### config.mk
export PLATFORM = sky130hd
export DESIGN_NAME = alu_src_sched
export DESIGN_NICKNAME = d
export VERILOG_FILES = /design/src/rtl/alu_src_sched.sv
export SDC_FILE = /design/constraint.sdc
export NUM_CORES = 1
export LEC_CHECK = 0
export ABC_AREA = 0
export BUFFER_PORTS_ARGS = -buffer_cell sky130_fd_sc_hd__buf_2
export CAP_MARGIN = 5
export CORE_AREA = 2 2 140 142
export DETAILED_ROUTE_END_ITERATION = 16
export DIE_AREA = 0 0 142 144
export PLACE_DENSITY = 0.52
export SYNTH_ARGS = -nofsm -noshare
export SYNTH_HDL_FRONTEND = slang
export SYNTH_SLANG_ARGS = --single-unit
### constraint.sdc
create_clock -name clk -period 5.9 [get_ports clk]
set_input_delay 1.77 -clock clk [delete_from_list [all_inputs] [get_ports clk]]
set_output_delay 1.77 -clock clk [all_outputs]
set_load 0.1 [all_outputs]
### src/rtl/alu_src_sched.sv
// -----------------------------------------------------------------------------
// alu_src_sched
//
// Two-requester operand scheduler in front of an ALU. Each cycle at most one
// requester is granted. The winner's source operands are selected and
// registered into a single output slot, along with its destination tag.
// The slot uses a valid/ready handshake toward the ALU. A flush (kill)
// empties the slot and blocks issue for that cycle.
//
// Configuration macro:
//   ALU_SRC_SCHED_RR_EN  defined   -> round-robin arbitration between req0/req1
//                        undefined -> fixed priority, req0 always beats req1
//
// Parameters:
//   TAG_W            width of the destination tag carried with each op
//
// Ports:
//   clk, reset       rising-edge clock, asynchronous active-high reset
//   reqN_valid       requester N holds a ready-to-issue op (N = 0, 1)
//   reqN_ready       requester N's op is accepted this cycle (combinational)
//   reqN_src_a_sel   operand A select (rs1 / pc / zero)
//   reqN_src_b_sel   operand B select (rs2 / imm / four / zero)
//   reqN_pc          program counter of the op
//   reqN_rs1/rs2/imm raw register and immediate operands
//   reqN_tag         destination tag
//   kill             pipeline flush
//   out_valid        output slot holds an op
//   out_ready        ALU accepts the slot contents this cycle
//   out_src_a/b      muxed operands
//   out_tag          destination tag of the slot op
//   out_gnt          index of the requester that supplied the slot op
// -----------------------------------------------------------------------------

`ifndef DATA_LEN
`define DATA_LEN 32
`endif
`ifndef ADDR_LEN
`define ADDR_LEN 32
`endif
`ifndef SRC_A_SEL_WIDTH
`define SRC_A_SEL_WIDTH 2
`endif
`ifndef SRC_B_SEL_WIDTH
`define SRC_B_SEL_WIDTH 2
`endif
`ifndef SRC_A_RS1
`define SRC_A_RS1 2'd0
`endif
`ifndef SRC_A_PC
`define SRC_A_PC 2'd1
`endif
`ifndef SRC_B_RS2
`define SRC_B_RS2 2'd0
`endif
`ifndef SRC_B_IMM
`define SRC_B_IMM 2'd1
`endif
`ifndef SRC_B_FOUR
`define SRC_B_FOUR 2'd2
`endif

module alu_src_sched #(
  parameter int TAG_W = 6
) (
  input  logic                        clk,
  input  logic                        reset,

  input  logic                        req0_valid,
  output logic                        req0_ready,
  input  logic [`SRC_A_SEL_WIDTH-1:0] req0_src_a_sel,
  input  logic [`SRC_B_SEL_WIDTH-1:0] req0_src_b_sel,
  input  logic [`ADDR_LEN-1:0]        req0_pc,
  input  logic [`DATA_LEN-1:0]        req0_rs1,
  input  logic [`DATA_LEN-1:0]        req0_rs2,
  input  logic [`DATA_LEN-1:0]        req0_imm,
  input  logic [TAG_W-1:0]            req0_tag,

  input  logic                        req1_valid,
  output logic                        req1_ready,
  input  logic [`SRC_A_SEL_WIDTH-1:0] req1_src_a_sel,
  input  logic [`SRC_B_SEL_WIDTH-1:0] req1_src_b_sel,
  input  logic [`ADDR_LEN-1:0]        req1_pc,
  input  logic [`DATA_LEN-1:0]        req1_rs1,
  input  logic [`DATA_LEN-1:0]        req1_rs2,
  input  logic [`DATA_LEN-1:0]        req1_imm,
  input  logic [TAG_W-1:0]            req1_tag,

  input  logic                        kill,

  output logic                        out_valid,
  input  logic                        out_ready,
  output logic [`DATA_LEN-1:0]        out_src_a,
  output logic [`DATA_LEN-1:0]        out_src_b,
  output logic [TAG_W-1:0]            out_tag,
  output logic                        out_gnt
);

  // Operand A: register, PC (zero-extended to data width) or zero.
  function automatic logic [`DATA_LEN-1:0] mux_src_a(
    input logic [`SRC_A_SEL_WIDTH-1:0] sel,
    input logic [`DATA_LEN-1:0]        rs1,
    input logic [`ADDR_LEN-1:0]        pc
  );
    case (sel)
      `SRC_A_RS1: mux_src_a = rs1;
      `SRC_A_PC:  mux_src_a = `DATA_LEN'(pc);
      default:    mux_src_a = '0;
    endcase
  endfunction

  // Operand B: register, immediate, constant four (next-PC) or zero.
  function automatic logic [`DATA_LEN-1:0] mux_src_b(
    input logic [`SRC_B_SEL_WIDTH-1:0] sel,
    input logic [`DATA_LEN-1:0]        rs2,
    input logic [`DATA_LEN-1:0]        imm
  );
    case (sel)
      `SRC_B_RS2:  mux_src_b = rs2;
      `SRC_B_IMM:  mux_src_b = imm;
      `SRC_B_FOUR: mux_src_b = `DATA_LEN'(4);
      default:     mux_src_b = '0;
    endcase
  endfunction

  logic                 valid_q, valid_d;
  logic                 gnt_q,   gnt_d;
  logic [TAG_W-1:0]     tag_q,   tag_d;
  logic [`DATA_LEN-1:0] src_a_q, src_a_d;
  logic [`DATA_LEN-1:0] src_b_q, src_b_d;

  logic slot_free;
  logic can_issue;
  logic grant_any;
  logic pick1;

`ifdef ALU_SRC_SCHED_RR_EN
  logic prio_q, prio_d;
`endif

  // The slot can take a new op when empty or when its current op is being
  // consumed this cycle. Kill and reset both block issue outright.
  assign slot_free = !valid_q || out_ready;
  assign can_issue = slot_free && !kill && !reset;

`ifdef ALU_SRC_SCHED_RR_EN
  // prio names the requester that wins a tie; a lone requester always wins.
  assign pick1 = req1_valid && (!req0_valid || prio_q);
`else
  assign pick1 = req1_valid && !req0_valid;
`endif

  assign grant_any  = can_issue && (req0_valid || req1_valid);
  // When pick1 is low and a grant happens, req0 must be the valid one.
  assign req0_ready = grant_any && !pick1;
  assign req1_ready = grant_any &&  pick1;

  always_comb begin
    valid_d = valid_q;
    gnt_d   = gnt_q;
    tag_d   = tag_q;
    src_a_d = src_a_q;
    src_b_d = src_b_q;
`ifdef ALU_SRC_SCHED_RR_EN
    prio_d  = prio_q;
`endif
    if (kill) begin
      // Flush drops the slot op; data fields keep their last value.
      valid_d = 1'b0;
    end else if (grant_any) begin
      valid_d = 1'b1;
      gnt_d   = pick1;
      if (pick1) begin
        tag_d   = req1_tag;
        src_a_d = mux_src_a(req1_src_a_sel, req1_rs1, req1_pc);
        src_b_d = mux_src_b(req1_src_b_sel, req1_rs2, req1_imm);
      end else begin
        tag_d   = req0_tag;
        src_a_d = mux_src_a(req0_src_a_sel, req0_rs1, req0_pc);
        src_b_d = mux_src_b(req0_src_b_sel, req0_rs2, req0_imm);
      end
`ifdef ALU_SRC_SCHED_RR_EN
      // Hand the tie-break to the requester that just lost.
      prio_d = !pick1;
`endif
    end else if (valid_q && out_ready) begin
      valid_d = 1'b0;
    end
  end

  always_ff @(posedge clk or posedge reset) begin
    if (reset) begin
      valid_q <= 1'b0;
      gnt_q   <= 1'b0;
      tag_q   <= '0;
      src_a_q <= '0;
      src_b_q <= '0;
`ifdef ALU_SRC_SCHED_RR_EN
      prio_q  <= 1'b0;
`endif
    end else begin
      valid_q <= valid_d;
      gnt_q   <= gnt_d;
      tag_q   <= tag_d;
      src_a_q <= src_a_d;
      src_b_q <= src_b_d;
`ifdef ALU_SRC_SCHED_RR_EN
      prio_q  <= prio_d;
`endif
    end
  end

  assign out_valid = valid_q;
  assign out_gnt   = gnt_q;
  assign out_tag   = tag_q;
  assign out_src_a = src_a_q;
  assign out_src_b = src_b_q;

endmodule

Word level (Yosys, flattened, before mapping)
Index checks and enable logic that the tools add are counted.
{"block": "totals", "regBits": 72, "word_cells": 42, "input_bits": 282, "output_inout_bits": 74}
{"block": "classes", "n_reduce_logical": 20, "bitwise_logic": 1, "n_eq_ne": 6, "n_mux": 10}
{"op": "32-bit one-hot mux with 3 select lines", "count": 2}
{"op": "32-bit one-hot mux with 2 select lines", "count": 2}
{"op": "32-bit 2-to-1 mux", "count": 2}
{"op": "2-bit by 1-bit equality test with 1-bit output (second input constant)", "count": 4}
{"op": "2-bit logical NOT", "count": 4}
{"op": "1-bit logical AND", "count": 7}
{"op": "6-bit 2-to-1 mux", "count": 1}
{"op": "1-bit logical NOT", "count": 5}
{"op": "2-bit equality test (second input constant)", "count": 2}
{"op": "1-bit 2-to-1 mux", "count": 3}
{"op": "3-bit nonzero test", "count": 1}
{"op": "1-bit logical OR", "count": 2}
{"op": "2-bit AND reduction", "count": 1}
{"op": "1-bit NOT", "count": 1}

Depth between registers and ports, before layout
Gate-level depths: netlist (run 1).
{"block": "logic_depth", "depth_word": 7, "depth_mapped": 6, "ltp_nobuf": 4}

Least setup slack after synthesis (run 1)
No wires, ideal clock.
{"block": "synth_path", "path_kind": "input to output", "startpoint": "in kill", "endpoint": "out req1_ready", "slack_ns": 0.700, "stages": 3, "t_required_ns": 4.130, "path_buffers": 0, "arrival_time_ns": 3.430, "cell_sequence": "nor2_4 > nand2_1 > nor2_1"}
{"block": "synth_between", "elab_chain_len": 5}
{"element": "from (decl)", "line_no": "88", "source": "input logic kill,"}
{"element": "1-bit logical NOT", "line_no": "143", "source": "assign can_issue = slot_free && !kill && !reset;"}
{"element": "1-bit logical AND (2 in series)", "line_no": "143"}
{"element": "1-bit logical AND", "line_no": "152", "source": "assign grant_any = can_issue && (req0_valid || req1_valid);"}
{"element": "1-bit logical AND", "line_no": "155", "source": "assign req1_ready = grant_any && pick1;"}
{"element": "to (decl)", "line_no": "79", "source": "output logic req1_ready,"}
Every way passes these cells.

Final worst setup path (run 1)
Same ends and word-level chain as after synthesis.

==> flow_summary.json, run 1 <==
{
  "fmax_mhz": 213,
  "gr-total-overflow": 0,
  "clock_latency_ns": 0.34,
  "post_cts_resized": 0,
  "ant_nets": 0,
  "leakagePower_uw": 0.00425,
  "grt_max_degree": 49,
  "drt_iter0_markers": 99,
  "synthToLayoutAreaGrowth_pct": 46.4,
  "criticalPathCategory": "input port to output port",
  "synth_top_area_share_pct": 37.4,
  "drive_above_1_share_pct": 59.2,
  "first_global_vias": 4631,
  "dp_cells": 962,
  "async_reset_ff_share_pct": 100,
  "die_area_um2": 20400,
  "rows": 51,
  "ys_seq_area_share_pct": 37.4,
  "vias": 4550,
  "finalCritPeriodShare_pct": 79.5,
  "vias_per_cell": 4.64,
  "fin_cells": 980,
  "nNetsFinal": 1017,
  "crit_path_end_kind": "output port",
  "boundaryPins": 356,
  "syn_avg_cell_area_um2": 12.0,
  "cts.sink_count": 72,
  "synth_edf_count": 0,
  "rsz0062_at_grt": "no",
  "cts_buffers": 9,
  "post_drt_wl_per_cell_um": 17.3,
  "arrival_ns": 2.92,
  "ys_types": 32,
  "cts_buffer_depth": 2,
  "setup_viol": 0,
  "outcome": "finished, final reports clean",
  "cp_max_fo": 7,
  "post-route-util_pct": 36.9,
  "cap_viol_max_count": 0,
  "cp_cell_sequence": "buf_2, nor2_4, nand2_1, nor2_1, buf_2",
  "worst_pin_slew_ns": 1.00,
  "power_density_nw_per_um2": 315,
  "cts_tree": "done",
  "critPathMaxStageDelay_ns": 0.43,
  "cp-start-kind": "input port",
  "portBuffers": 355,
  "ys.flop_type": "dfrtp_1",
  "pre_cts_slack_ns": 1.20,
  "coreArea_um2": 19100,
  "hpwl_mm": 13.2,
  "clock-root-buffer": "clkbuf_16",
  "cts_hold_buf": 0,
  "crit_top_cell": "buf_2",
  "die-height_um": 144,
  "ys_top_cells_by_area": "dfrtp_1, mux2i_1, o22ai_2",
  "finClkSkew_ns": 0.00750,
  "fp.dieW_um": 142,
  "dr.pass1.iters": 4,
  "syn_inst": 401,
  "grt_usage_pct": 15.9,
  "finalMaxSlewViolations": 0,
  "clk_pin_slew_ns": 0.06,
  "drt-total-wl_mm": 16.9,
  "cts_max_level": 3,
  "finalHoldViolCount": 0,
  "peakVddDrop_uv": 135,
  "drc": 0,
  "final.setup.tns_ns": 0,
  "synth_largest_area_cell": "dfrtp_1",
  "initial_utilization_pct": 25.2,
  "gp_congestion": 0.762,
  "ys.warnings.count": 0,
  "synthesis.nets": 683,
  "grt_pass1_wl_mm": 24.9,
  "min_period_ns": 4.69,
  "crit_slowest_cell": "buf_2",
  "relSlewSlack_pct": 33.2,
  "antenna_found_initial": 4,
  "ys_ff_latch": 72,
  "setup_ws_ns": 1.21,
  "cp.required_ns": 4.13,
  "post-cts-setup-buffers": 0,
  "fin_total_pwr_uw": 2220,
  "hp-class": "register to register",
  "syn_area_um2": 4810
}
## logic make-up (layout without fill, tap and decap cells)
kind of cell | after synthesis | count (layout) | synth area share [%]
mux | 126 | 126 | 26.2
compound gates | 146 | 146 | 28.2
simple gates | 18 | 18 | 3.41
flops | 72 | 72 | 37.4
buf+inv | 39 | 378 | 4.81
other cells | 0 | 2 | 0
## sequential cells by signal (all words and copies together), names as in the netlist
| register | cells |
|---|---|
| out_gnt | 1 |
| out_valid | 1 |
| out_src_a | 32 |
| out_tag | 6 |
| out_src_b | 32 |
## path summary, 6_finish.rpt
kind / startpoint / to / slack (ns) / cells after the start
max: kill / req1_ready / 1.21 / 5
min reg2reg: out_src_b[29]$_DFFE_PP0P_ / out_src_b[29]$_DFFE_PP0P_ / 0.47 / 1
min: out_src_b[29]$_DFFE_PP0P_ / out_src_b[29]$_DFFE_PP0P_ / 0.47 / 1
min in group asynchronous: reset / out_tag[3]$_DFFE_PP0P_ / 1.61 / 2
max reg2reg: out_valid$_DFFE_PP0P_ / out_src_b[2]$_DFFE_PP0P_ / 3.97 / 5
max in group asynchronous: reset / out_src_b[17]$_DFFE_PP0P_ / 3.42 / 3
## cell usage after synthesis (3+ instances only)
master / n
o22ai_2: 55
a21o_1: 63
dfrtp_1: 72
buf_2: 29
a22oi_1: 7
mux2i_1: 126
o2bb2ai_1: 5
buf_6: 6
o22ai_1: 8
nor2_1: 3
## layout make-up
type                            instances  area, um2
Multi-Input combinational cell        290       2790
Fill cell                            1940      12000
Antenna cell                            2       5.00
Inverter                                2       8.76
Sequential cell                        72       1800
Tap cell                              238        298
Timing Repair Buffer                  360       1810
Clock inverter                          4       76.3
Clock buffer                           12        256
## power breakdown
part	switching [uW]	internal (uW)	leakage (uW)
clock network	219	395	0.000159
registers	41.6	572	0.000933
logic	768	227	0.00316
total	1030	1190	0.00425
## layout by cell type (no fill, tap or decap), drive strengths merged, types with 2 or more instances in the layout
cell type    n
o21ai        4
clkinv       2
nand4b       4
buf        360
mux2i      126
nor2         4
o2bb2ai      5
diode        2
clkbuf      12
o22ai       63
a22oi        7
bufinv       2
a21o        63
dfrtp       72
a21oi        2
nand2b       3
## critical path, delay by kind of cell
| family | cells | cell delay, ns |
|---|---|---|
| buffers and inverters | 2 | 0.56 |
| and+or+nand+nor | 3 | 0.58 |
## stage by stage
stage               hold WS [ns]  instance area (um2)
detailed placement         0.460                 6710
finish                     0.469                 7050
global placement           0.454                 6710
CTS                        0.473                 7040
floorplan                  0.990                 4810
global route               0.487                 7050
## layer usage
metal	share of wire, %	global-route usage (%)	wire length (um)
met1	40	18.2	6780
met2	50	28.3	8430
met3	8.8	5.70	1490
met4	1.2	3.84	209
met5	0.16	0	27
Power figures use the tool's default switching activity.
==> inputs of run 2 (changes only) <==
==> config.mk (replaced) <==
export PLATFORM = sky130hd
export DESIGN_NAME = alu_src_sched
export DESIGN_NICKNAME = d
export VERILOG_FILES = /design/src/rtl/alu_src_sched.sv
export SDC_FILE = /design/constraint.sdc
export NUM_CORES = 1
export LEC_CHECK = 0
export ABC_AREA = 1
export BUFFER_PORTS_ARGS = -buffer_cell sky130_fd_sc_hd__buf_2
export CAP_MARGIN = 5
export CORE_AREA = 2 2 136 138
export DETAILED_ROUTE_END_ITERATION = 16
export DIE_AREA = 0 0 138 140
export PLACE_DENSITY = 0.57
export SYNTH_ARGS = -nofsm -noshare
export SYNTH_HDL_FRONTEND = slang
export SYNTH_SLANG_ARGS = --single-unit
==> constraint.sdc (replaced) <==
create_clock -name clk -period 3.9 [get_ports clk]
set_input_delay 1.17 -clock clk [delete_from_list [all_inputs] [get_ports clk]]
set_output_delay 1.17 -clock clk [all_outputs]
set_load 0.1 [all_outputs]
==> flow_summary.json, run 2 <==
{
  "cts_buffers": 9,
  "async_reset_ff_share_pct": 100,
  "ant_nets": 0,
  "drc": 0,
  "nNetsFinal": 1421,
  "ys.warnings.count": 0,
  "drt-total-wl_mm": 19.8,
  "critPathTopFamily": "simple AND/OR/NAND/NOR gates",
  "drive_above_1_share_pct": 34.3,
  "syn_avg_cell_area_um2": 5.96,
  "vias_per_cell": 4.60,
  "nFillCells": 1981,
  "antenna_found_initial": 0,
  "post_cts_resized": 0,
  "leakagePower_uw": 0.00430,
  "cp-start-kind": "input port",
  "final_cell_mix": "nand2_1, buf_2, nand3_1",
  "ys_top_cells_by_area": "nand2_1, dfrtp_1, nand3_1",
  "ys.flop_type": "dfrtp_1",
  "crit_buf_inv": 2,
  "gr-total-overflow": 0,
  "clock_latency_ns": 0.34,
  "post_drt_wl_per_cell_um": 14.5,
  "initial_utilization_pct": 27.3,
  "arrival_ns": 1.86,
  "first_global_vias": 5955,
  "ys_ff_latch": 72,
  "coreArea_um2": 17800,
  "worstHoldStart": "out_gnt$_DFFE_PP0P_",
  "cp_max_fo": 2,
  "cts_hold_buf": 0,
  "die-height_um": 140,
  "cp.required_ns": 2.73,
  "portBuffers": 355,
  "crit_start": "kill",
  "vias": 6313,
  "syn_inst": 814,
  "final.setup.tns_ns": 0,
  "syn_area_um2": 4850,
  "gp_congestion": 0.840,
  "relSlewSlack_pct": 28.2,
  "finalHoldViolCount": 0,
  "whs_ns": 0.487,
  "finClkSkew_ns": 0.00410,
  "outcome": "finished, final reports clean",
  "reg2reg_from": "out_valid$_DFFE_PP0P_",
  "criticalPathCategory": "input port to output port",
  "fmax_mhz": 330,
  "cap_viol_max_count": 0,
  "rsz0062_at_grt": "no",
  "power_density_nw_per_um2": 451,
  "synth_top_area_share_pct": 41.1,
  "cts.sink_count": 72,
  "clock-root-buffer": "clkbuf_16",
  "synth_largest_area_cell": "nand2_1",
  "grt_usage_pct": 20.0,
  "post-cts-setup-buffers": 0,
  "grt_pass1_wl_mm": 31.3,
  "crit_slowest_cell": "buf_12",
  "cts_tree": "done",
  "num_antenna_cells": 0,
  "synthesis.nets": 1096,
  "setup_viol": 0,
  "dr.pass1.iters": 4,
  "peakVddDrop_uv": 221,
  "clk_pin_slew_ns": 0.05,
  "finalCritPeriodShare_pct": 77.6,
  "boundaryPins": 356,
  "netlist_top_cells_count": "nand2_1, nand3_1, dfrtp_1",
  "fp.dieW_um": 138,
  "cts_max_level": 3,
  "worst_pin_slew_ns": 1.08,
  "hp-class": "register to register",
  "die_area_um2": 19300,
  "hpwl_mm": 14.7,
  "drt_iter0_markers": 274,
  "cts_buffer_depth": 2,
  "layout_commonest_cell": "nand2_1",
  "synthToLayoutAreaGrowth_pct": 45.5,
  "cp_cell_sequence": "buf_2, nor2_2, nand2_2, nor2_4, buf_12",
  "grt_max_degree": 73,
  "ys_seq_area_share_pct": 37.1,
  "crit_path_end_kind": "output port",
  "min_period_ns": 3.03,
  "critPathMaxStageDelay_ns": 0.18,
  "finalMaxSlewViolations": 0,
  "rows": 49,
  "synth_edf_count": 0,
  "ys_types": 15,
  "synth.most_common_cell": "nand2_1"
}
==> run 2: worst register-to-register path: cells and delay by family, from the launching register on <==
kind                   cells  cell delay (ns)
flip-flops                 1             0.39
AND/OR/NAND/NOR            5             0.68
buffers and inverters      1             0.64
==> run 2: path summary, 6_finish.rpt <==
check	endpoint	slack, ns	depth (start not counted)
max	req0_ready	0.87	5
min	out_gnt$_DFFE_PP0P_	0.49	2
max reg2reg	out_src_b[26]$_DFFE_PP0P_	2.12	6
min reg2reg	out_gnt$_DFFE_PP0P_	0.49	2
max in group asynchronous	out_tag[0]$_DFFE_PP0P_	2.09	3
min in group asynchronous	out_src_a[25]$_DFFE_PP0P_	0.93	2
==> run 2: power breakdown <==
| part | internal [uW] | switching [uW] | total (uW) | leakage, uW |
|---|---|---|---|---|
| Combinational | 292 | 1190 | 1490 | 0.00323 |
| Sequential | 863 | 62.7 | 925 | 0.000942 |
| Clock | 476 | 299 | 776 | 0.000135 |
| Total | 1630 | 1560 | 3190 | 0.00430 |
==> run 2: final cells by class <==
cell class,instances,area [um2],area share [%]
Multi-Input combinational cell,681,2770,39.3
Timing Repair Buffer,367,1900,26.9
Sequential cell,72,1800,25.5
Tap cell,229,287,4.06
Clock buffer,14,274,3.88
Inverter,8,31.3,0.443
==> run 2: layer usage <==
| metal | wire [um] | GRT usage, % |
|---|---|---|
| met1 | 8340 | 25.4 |
| met2 | 9490 | 32.8 |
| met3 | 1200 | 3.93 |
| met4 | 779 | 9.83 |
| met5 | 0 | 0 |
==> run 2: per-stage QoR <==
step / utilization, % / power, uW / instance area [um2] / std cells / setup WS, ns
floorplan: - / 2060 / 4850 / 814 / 0.683
global placement: 38.2 / 2430 / 6790 / 1357 / 0.882
detailed placement: 38.2 / 2430 / 6790 / 1357 / 0.874
CTS: 39.7 / 3220 / 7060 / 1371 / 0.870
global route: 39.7 / 3330 / 7060 / 1371 / 0.825
finish: 39.7 / 3190 / 7060 / 1371 / 0.873
==> run 2: kinds of logic (layout without fill, tap and decap cells) <==
| family | Yosys count | after routing | synth area share (%) |
|---|---|---|---|
| buffers and inverters | 61 | 389 | 6.01 |
| and+or+nand+nor | 677 | 677 | 56.4 |
| AOI/OAI and AO/OA | 4 | 4 | 0.464 |
| DFF | 72 | 72 | 37.1 |
==> inputs of run 3 (changes only) <==
--- a/config.mk
+++ b/config.mk
@@ -8,10 +8,10 @@
 export ABC_AREA = 1
 export BUFFER_PORTS_ARGS = -buffer_cell sky130_fd_sc_hd__buf_2
 export CAP_MARGIN = 5
-export CORE_AREA = 2 2 136 138
+export CORE_AREA = 2 2 137 139
 export DETAILED_ROUTE_END_ITERATION = 16
-export DIE_AREA = 0 0 138 140
-export PLACE_DENSITY = 0.57
+export DIE_AREA = 0 0 139 141
+export PLACE_DENSITY = 0.54
 export SYNTH_ARGS = -nofsm -noshare
 export SYNTH_HDL_FRONTEND = slang
 export SYNTH_SLANG_ARGS = --single-unit
==> constraint.sdc (replaced) <==
create_clock -name clk -period 2.8 [get_ports clk]
set_input_delay 0.84 -clock clk [delete_from_list [all_inputs] [get_ports clk]]
set_output_delay 0.84 -clock clk [all_outputs]
set_load 0.1 [all_outputs]
==> flow_summary.json, run 3 (synthesis results as in run 2) <==
{
  "synthToLayoutAreaGrowth_pct": 48.0,
  "fmax_mhz": 408,
  "clock-root-buffer": "clkbuf_16",
  "finClkSkew_ns": 0.00506,
  "grt_usage_pct": 20.4,
  "final.setup.tns_ns": 0,
  "die-height_um": 141,
  "grt_pass1_wl_mm": 31.5,
  "finalCritPeriodShare_pct": 87.5,
  "vias": 6293,
  "grt_max_degree": 71,
  "finalMaxSlewViolations": 0,
  "gp_congestion": 0.848,
  "worst_pin_slew_ns": 0.789,
  "coreArea_um2": 18300,
  "ff2ff_setup_slack_ns": 1.04,
  "final_cell_mix": "nand2_1, buf_2, nand3_1",
  "leakagePower_uw": 0.00435,
  "rows": 50,
  "cap_viol_max_count": 0,
  "crit_start": "reset",
  "drt-total-wl_mm": 20.4,
  "gr-total-overflow": 0,
  "cts_hold_buf": 0,
  "cts_buffers": 9,
  "whs_ns": 0.491,
  "cts_max_level": 3,
  "hp-class": "register to register",
  "arrival_ns": 1.61,
  "nFillCells": 2069,
  "grt_util_met3_pct": 4.45,
  "post_cts_resized": 0,
  "hpwl_mm": 15.5,
  "relSlewSlack_pct": 47.4,
  "rsz0062_at_grt": "no",
  "crit_path_end_kind": "output port",
  "cts_tree": "done",
  "peakVddDrop_uv": 317,
  "min_period_ns": 2.45,
  "drt_iter0_markers": 335,
  "portBuffers": 355,
  "die_area_um2": 19600,
  "antenna_found_initial": 2,
  "cp_max_fo": 2,
  "first_global_vias": 5963,
  "setup_viol": 0,
  "grt_use_met2_pct": 35.4,
  "finalHoldViolCount": 0,
  "post_drt_wl_per_cell_um": 14.8,
  "outcome": "finished, final reports clean",
  "r2r_end": "out_src_b[28]$_DFFE_PP0P_",
  "pre_cts_slack_ns": 0.333,
  "clock_latency_ns": 0.33,
  "criticalPathCategory": "input port to output port",
  "post-cts-setup-buffers": 0,
  "drive_above_1_share_pct": 34.7,
  "setup_ws_ns": 0.351,
  "power_density_nw_per_um2": 647,
  "worstHoldStart": "out_src_b[29]$_DFFE_PP0P_",
  "hold_end": "out_src_b[29]$_DFFE_PP0P_",
  "layout_commonest_cell": "nand2_1",
  "hold-path-cell-count": 2,
  "cts.sink_count": 72,
  "nNetsFinal": 1425,
  "r2r_cells": 6,
  "vias_per_cell": 4.55,
  "drc": 0,
  "cts_buffer_depth": 2,
  "top_usage_layer": "met2",
  "cp-start-kind": "input port",
  "dr.pass1.iters": 4,
  "clk_pin_slew_ns": 0.05,
  "fp.dieW_um": 139,
  "initial_utilization_pct": 26.6,
  "globalRouteMet1Util_pct": 25.2,
  "cp.required_ns": 1.96,
  "reg2reg_from": "out_valid$_DFFE_PP0P_",
  "ant_nets": 0,
  "boundaryPins": 356
}
## run 3: layout make-up
cell class | count | area (um2) | area share (%)
timing repair buffer | 371 | 1950 | 27.2
tap | 234 | 293 | 4.08
inverter | 8 | 31.3 | 0.435
antenna | 2 | 5.00 | 0.0697
clock buffer | 12 | 256 | 3.57
sequential | 72 | 1800 | 25.1
clock inverter | 3 | 65.1 | 0.906
multi-input combinational | 681 | 2780 | 38.7
## run 3: critical path: stages
cell and delay [ns]:
buf_2 0.13, nor2_2 0.16, nand2_2 0.12, nor2_4 0.16, buf_12 0.19
## run 3: power breakdown
group | total, uW | internal (uW) | switching (uW)
combinational | 2090 | 414 | 1670
clock | 1270 | 823 | 448
sequential | 1290 | 1200 | 85.3
## run 3: per-stage QoR
stage	power [uW]	utilization (%)	cell area (um2)	cells
finish	4650	39.3	7180	1383
global placement	3400	37.5	6860	1366
CTS	4700	39.3	7180	1381
detailed placement	3400	37.5	6860	1366
global route	4860	39.3	7180	1382
floorplan	2860	-	4850	814
## run 3: how the worst max path moves through the flow
stage	endpoint	slack (ns)
2_1_floorplan	out_gnt$_DFFE_PP0P_	0.14
3_3_place_gp	req1_ready	0.33
3_5_place_dp	req1_ready	0.33
4_1_cts	req1_ready	0.34
5_1_grt	req1_ready	0.29
6_report	req1_ready	0.35
## run 3: layer usage
layer,share of wire [%],vias up
met5,0,-
met3,6.7,27
li1,-,3195
met2,49,232
met1,42,2839
met4,2.1,0
